### config.mk
export PLATFORM = sky130hd
export DESIGN_NAME = stopwatch_bcd
export DESIGN_NICKNAME = d
export VERILOG_FILES = /design/src/rtl/stopwatch_bcd_pkg.sv /design/src/rtl/stopwatch_bcd_btn.sv /design/src/rtl/stopwatch_bcd.sv
export SDC_FILE = /design/constraint.sdc
export NUM_CORES = 1
export LEC_CHECK = 0
export BUFFER_PORTS_ARGS = -buffer_cell sky130_fd_sc_hd__buf_2
export CAP_MARGIN = 20
export CORE_UTILIZATION = 63
export CTS_BUF_LIST = sky130_fd_sc_hd__clkbuf_8
export DETAILED_ROUTE_END_ITERATION = 16
export PLACE_DENSITY = 0.82
export RECOVER_POWER = 50
export REMOVE_ABC_BUFFERS = 1
export SYNTH_ARGS = -nofsm -noshare
export SYNTH_HDL_FRONTEND = slang
export SYNTH_SLANG_ARGS = --single-unit
### constraint.sdc
create_clock -name clk -period 2.4 [get_ports clk]
set_input_delay 0.48 -clock clk [delete_from_list [all_inputs] [get_ports clk]]
set_output_delay 0.48 -clock clk [all_outputs]
set_load 0.02 [all_outputs]
### src/rtl/stopwatch_bcd_pkg.sv
// Shared types and constants for the four-digit BCD stopwatch.
// Holds the FSM encoding, digit geometry and the combinational BCD incrementer.
package stopwatch_bcd_pkg;

    localparam int DIGIT_W    = 4;
    localparam int NUM_DIGITS = 4;
    localparam int DISP_W     = DIGIT_W * NUM_DIGITS;

    typedef enum logic [1:0] {
        ST_IDLE  = 2'd0,
        ST_RUN   = 2'd1,
        ST_PAUSE = 2'd2
    } state_e;

    typedef logic [DIGIT_W-1:0] digit_t;

    localparam digit_t DIGIT_MAX = digit_t'(9);

    typedef struct packed {
        logic [DISP_W-1:0] digits;
        logic              wrap;
    } bcd_inc_t;

    // Ripple a +1 through the digits; any nibble at or above 9 rolls to 0,
    // so a corrupted nibble can never persist above 9.
    function automatic bcd_inc_t bcd_inc(input logic [DISP_W-1:0] cur);
        bcd_inc_t res;
        logic     carry;
        digit_t   d;
        res   = '0;
        carry = 1'b1;
        for (int i = 0; i < NUM_DIGITS; i++) begin
            d = cur[i*DIGIT_W +: DIGIT_W];
            if (carry) begin
                if (d >= DIGIT_MAX) begin
                    d     = '0;
                    carry = 1'b1;
                end else begin
                    d     = d + 1'b1;
                    carry = 1'b0;
                end
            end
            res.digits[i*DIGIT_W +: DIGIT_W] = d;
        end
        res.wrap = carry;
        return res;
    endfunction

endpackage

### src/rtl/stopwatch_bcd_btn.sv
// Button conditioner: 2-flop synchronizer, level debouncer, registered rising-edge press pulse.
// Press appears DEBOUNCE+2 cycles after the raw level settles; a button held through reset never pulses.
module btn_cond #(
    parameter int DEBOUNCE = 500_000
) (
    input  logic clk,
    input  logic reset,
    input  logic btn_raw,
    output logic press
);

    localparam int CNT_W = (DEBOUNCE > 1) ? $clog2(DEBOUNCE) : 1;
    localparam logic [CNT_W-1:0] CNT_LAST = CNT_W'(DEBOUNCE - 1);

    logic             sync1_q, sync1_d;
    logic             sync2_q, sync2_d;
    logic             level_q, level_d;
    logic [CNT_W-1:0] cnt_q,   cnt_d;
    logic [1:0]       fill_q,  fill_d;
    logic             armed_q, armed_d;
    logic             press_q, press_d;
    logic             accept;

    always_comb begin
        sync1_d = btn_raw;
        sync2_d = sync1_q;
        fill_d  = {fill_q[0], 1'b1};
        accept  = (sync2_q != level_q) && (cnt_q == CNT_LAST);

        if ((sync2_q == level_q) || accept) begin
            cnt_d = '0;
        end else begin
            cnt_d = cnt_q + 1'b1;
        end

        level_d = accept ? sync2_q : level_q;

        // Only arm once a genuine post-reset low has been seen, so a button
        // already held when reset drops does not count as a press.
        armed_d = armed_q | (fill_q[1] & ~sync2_q & ~level_q);
        press_d = armed_q & accept & sync2_q;
    end

    always_ff @(posedge clk) begin
        if (reset) begin
            sync1_q <= 1'b0;
            sync2_q <= 1'b0;
            level_q <= 1'b0;
            cnt_q   <= '0;
            fill_q  <= '0;
            armed_q <= 1'b0;
            press_q <= 1'b0;
        end else begin
            sync1_q <= sync1_d;
            sync2_q <= sync2_d;
            level_q <= level_d;
            cnt_q   <= cnt_d;
            fill_q  <= fill_d;
            armed_q <= armed_d;
            press_q <= press_d;
        end
    end

    assign press = press_q;

endmodule

### src/rtl/stopwatch_bcd.sv
// Four-digit BCD stopwatch with start/stop and clear buttons.
// Digits update one cycle after each prescaler tick; running follows the state register directly.
module stopwatch_bcd
    import stopwatch_bcd_pkg::*;
#(
    parameter int TICK_DIV = 1_000_000,
    parameter int DEBOUNCE = 500_000
) (
    input  logic              clk,
    input  logic              reset,
    input  logic              btn_start,
    input  logic              btn_clear,
    output logic [DISP_W-1:0] digits,
    output logic              running,
    output logic              wrap
);

    localparam int PRE_W = (TICK_DIV > 1) ? $clog2(TICK_DIV) : 1;
    localparam logic [PRE_W-1:0] PRE_LAST = PRE_W'(TICK_DIV - 1);

    logic start_pls;
    logic clear_pls;

    btn_cond #(.DEBOUNCE(DEBOUNCE)) u_start (
        .clk     (clk),
        .reset   (reset),
        .btn_raw (btn_start),
        .press   (start_pls)
    );

    btn_cond #(.DEBOUNCE(DEBOUNCE)) u_clear (
        .clk     (clk),
        .reset   (reset),
        .btn_raw (btn_clear),
        .press   (clear_pls)
    );

    state_e            state_q, state_d;
    logic [PRE_W-1:0]  presc_q, presc_d;
    logic [DISP_W-1:0] digits_q, digits_d;
    logic              wrap_q, wrap_d;
    logic              tick;
    bcd_inc_t          inc;

    always_ff @(posedge clk) begin
        if (reset) begin
            state_q <= ST_IDLE;
        end else begin
            state_q <= state_d;
        end
    end

    // Clear outranks start in every state.
    always_comb begin
        state_d = state_q;
        if (clear_pls) begin
            state_d = ST_IDLE;
        end else if (start_pls) begin
            case (state_q)
                ST_IDLE:  state_d = ST_RUN;
                ST_RUN:   state_d = ST_PAUSE;
                ST_PAUSE: state_d = ST_RUN;
                default:  state_d = ST_IDLE;
            endcase
        end
    end

    always_comb begin
        running = (state_q == ST_RUN);
        tick    = running && (presc_q == PRE_LAST);
    end

    assign inc = bcd_inc(digits_q);

    // PAUSE falls through with everything held, so RUN resumes mid-period.
    always_comb begin
        presc_d  = presc_q;
        digits_d = digits_q;
        wrap_d   = 1'b0;
        if (clear_pls || (state_q == ST_IDLE)) begin
            presc_d  = '0;
            digits_d = '0;
        end else if (state_q == ST_RUN) begin
            presc_d = tick ? '0 : presc_q + 1'b1;
            if (tick) begin
                digits_d = inc.digits;
                wrap_d   = inc.wrap;
            end
        end
    end

    always_ff @(posedge clk) begin
        if (reset) begin
            presc_q  <= '0;
            digits_q <= '0;
            wrap_q   <= 1'b0;
        end else begin
            presc_q  <= presc_d;
            digits_q <= digits_d;
            wrap_q   <= wrap_d;
        end
    end

    assign digits = digits_q;
    assign wrap   = wrap_q;

endmodule
==> qor.tcl <==
set qor(grt_pass1_wl_um) 11700
set qor(htree_levels) 3
set qor(yosysSeqAreaShare_pct) 45.0
set qor(seq_area_um2) 1780
set qor(yosys_most_used_dff) {sky130_fd_sc_hd__dfxtp_1}
set qor(synth.yosys.warnings) 0
set qor(setup-tns-final_ps) 0
set qor(synthDistinctLibCells) 44
set qor(timing.final.crit_share_pct) 86.6
set qor(fmaxAchievable_mhz) 481
set qor(dr_total_vias) 3123
set qor(report.final.slew_viol_count) 0
set qor(worstSkewPairLatency_ps) 360
set qor(initial_core_util_pct) 66.1
set qor(core_region_area_um2) 5990
set qor(layout_overhead_on_the_synthesized_area_pct) 9.79
set qor(synth_enable_flop_cells) 0
set qor(drc) 0
set qor(setup-violations-final) 0
set qor(multi_input_comb_area_um2) 2070
set qor(powerDensity_nw_per_um2) 586
set qor(transition_at_the_pin_with_the_smallest_max_transition_slack_ps) 745
set qor(finalCriticalPeriod_ps) 2080
set qor(postSynthCellCount) 450
set qor(crit_path_start_kind) {flip-flop}
set qor(power.net_switching_uw) 566
set qor(critical_path.reg2reg.startpoint) {presc_q[0]}
set qor(antenna_found_initial) 0
set qor(dr_wl_met2_um) 3290
set qor(final_net_count) 501
set qor(cell_count_of_the_worst_hold_path) 2
set qor(worst-path-max-fanout) 16
set qor(final_cell_mix) {89 x sky130_fd_sc_hd__dfxtp_1, 78 x sky130_fd_sc_hd__nor2_1, 37 x sky130_fd_sc_hd__nand2_1}
set qor(routed_via_density) 5.56
set qor(power_frac_comb_pct) 0.8
set qor(max-vdd-ir-drop_mv) 0.487
set qor(power_leakage_uw) 0.00145
set qor(power.share.sequential_pct) 58.4
set qor(r2r_slack_ps) 320
set qor(cellInternalPower_uw) 1980
set qor(required_ps) 2620
set qor(syn_area_per_cell_um2) 8.80
set qor(worst_r2r_endpoint) {presc_q[6]}
set qor(routed.top_layer) {met4}
set qor(routedLengthMet1_um) 3350
set qor(drv_cap) 0
set qor(final_hold_violating_endpoints) 0
set qor(post-cts-setup-buffer-count) 0
set qor(port_buffers) 21
set qor(globalRouteOverflowTotal) 0
set qor(final_antenna_net_count) 0
set qor(ctsHoldBuffers) 0
set qor(asyncSetResetFlopFracSynth_pct) 0
set qor(skew_ps) 13.7
set qor(worstSetupPathType) {flip-flop to flip-flop}
set qor(postLayoutCellArea_um2) 4350
set qor(place.gp.congestion) 0.797
set qor(clock_power_share_pct) 40.8
set qor(clk_slew_on_worst_s_h_paths_ps) 90
set qor(cts_buffers) 9
set qor(timing.reg2reg.worst_path_depth) 6
set qor(clock_sinks) 89
set qor(met3_wirelength_um) 199
set qor(number_of_cells_after_detailed_placement) 546
set qor(mappedNetlistArea_um2) 3960
set qor(routed_wire_length_per_instance_um) 12.3
set qor(outcome) {finished clean}
set qor(first_global_vias) 2755
set qor(die_x_um) 81.3
set qor(filler_cell_count) 476
set qor(die_area_um2) 6610
set qor(cts_root_buf) {sky130_fd_sc_hd__clkbuf_8}
set qor(detail_route.iter0.violations) 151
set qor(core.rowCount) 28
set qor(drt_first_pass_iters) 4
set qor(switching_power_as_a_share_of_total_power_pct) 22.2
set qor(worst_hold_path.endpoint) {u_clear.sync1_q}
set qor(post-dp-hpwl_um) 4880
set qor(clk_path_buf_depth) 2
set qor(totalWireLength_um) 6910
set qor(worst_hold_path_type) {input pin to flip-flop}
set qor(finish.cell_count_without_fillers) 562
set qor(tritoncts_clock_tree) {yes}
set qor(synth_seq_cells) 89
set qor(i_o_pins) 22
set qor(groute.usage.overall_pct) 22.6
set qor(slew_headroom_pct) 50.3
set qor(placement.cell_area_um2) 4190
set qor(cts_repair_resize_count) 0
set qor(final_common_cell) {sky130_fd_sc_hd__dfxtp_1}
set qor(fp.dieH_um) 81.3
set qor(antenna_cells_inserted) 0
set qor(worst_hold_startpoint) {btn_clear}
set qor(drive_above_1_share_pct) 6.78
set qor(worst_setup_path_end_kind) {flip-flop}
set qor(rsz0062_at_grt) {false}
set qor(grt_start_max_net_pins) 18
set qor(arrival_ps) 2300
==> sequential cells by signal, summed over array words and instances, names as in the netlist, 2 cells and up <==
signal / cells
digits: 16
u_start.cnt_q: 19
u_clear.cnt_q: 19
presc_q: 20
state_q: 2
==> logic make-up (layout without fill, tap and decap cells) <==
| kind of cell | after synthesis | after routing | synth area share (%) |
|---|---|---|---|
| adder cells (fa/ha/maj) | 15 | 15 | 4.74 |
| AND/OR/NAND/NOR | 230 | 230 | 29.6 |
| AO/OA/AOI/OAI | 30 | 30 | 4.77 |
| multiplexers | 5 | 5 | 1.26 |
| buffers and inverters | 27 | 64 | 2.72 |
| XOR/XNOR | 54 | 54 | 11.9 |
| flip-flops | 89 | 89 | 45.0 |
==> stage by stage <==
step	total power (uW)	worst slack [ps]	util, %	hold WS (ps)
floorplan	1530	353	-	414
global placement	1540	376	69.9	416
detailed placement	1540	330	69.9	427
CTS	2580	323	73.3	326
global route	2630	102	72.6	329
finish	2550	321	72.6	335
==> critical path: stages, from the launching register on <==
cell,delay (ps)
sky130_fd_sc_hd__dfxtp_1,390
sky130_fd_sc_hd__ha_1,200
sky130_fd_sc_hd__and4b_1,230
sky130_fd_sc_hd__nand4_2,140
sky130_fd_sc_hd__or2_0,410
sky130_fd_sc_hd__nand2_1,480
sky130_fd_sc_hd__nor2_1,110
==> cell type report <==
type	instances	area share, %
Clock buffer	9	2.85
Multi-Input combinational cell	334	47.5
Timing Repair Buffer	30	3.16
Inverter	18	1.55
Tap cell	75	2.16
Sequential cell	89	41.0
Clock inverter	7	1.81
==> how the worst max path moves through the flow <==
stage	from	end	slack (ps)
after global routing	presc_q[0]	presc_q[6]	100
after detailed placement	presc_q[7]	digits[15]	330
after CTS	presc_q[7]	digits[15]	320
after global placement	presc_q[0]	digits[15]	380
after floorplan	digits[1]	digits[15]	350
final	presc_q[0]	presc_q[6]	320
==> per-layer routing <==
layer	up-vias	GRT usage [%]
met5	-	0
met4	0	9.29
met3	7	4.38
met2	54	38.7
met1	1462	27.6
li1	1600	-
==> cells in the mapped netlist (5+ instances only) <==
cell / count / area share [%]
sky130_fd_sc_hd__nor4_1: 8 / 1.3
sky130_fd_sc_hd__ha_1: 15 / 4.7
sky130_fd_sc_hd__a21oi_1: 11 / 1.4
sky130_fd_sc_hd__buf_2: 5 / 0.63
sky130_fd_sc_hd__dfxtp_1: 89 / 45
sky130_fd_sc_hd__xnor2_1: 23 / 5.1
sky130_fd_sc_hd__nand4_1: 14 / 2.2
sky130_fd_sc_hd__inv_1: 18 / 1.7
sky130_fd_sc_hd__nor2b_1: 9 / 1.4
sky130_fd_sc_hd__nor2_1: 78 / 7.4
sky130_fd_sc_hd__nor3_1: 14 / 1.8
sky130_fd_sc_hd__xor2_1: 31 / 6.9
sky130_fd_sc_hd__and3_1: 6 / 0.95
sky130_fd_sc_hd__mux2i_1: 5 / 1.3
sky130_fd_sc_hd__nand4b_1: 7 / 1.5
sky130_fd_sc_hd__nand3_1: 31 / 3.9
sky130_fd_sc_hd__nand2_1: 37 / 3.5
==> power by group through the flow <==
stage / sequential, uW / combinational [uW] / clock (uW)
final: 1490 / 21.5 / 1040
after global routing: 1490 / 24.7 / 1120
after CTS: 1490 / 21.8 / 1070
after detailed placement: 1520 / 21.9 / 0
after global placement: 1520 / 21.0 / 0
after floorplan: 1520 / 13.1 / 0
(Power assumes the default switching activity.)
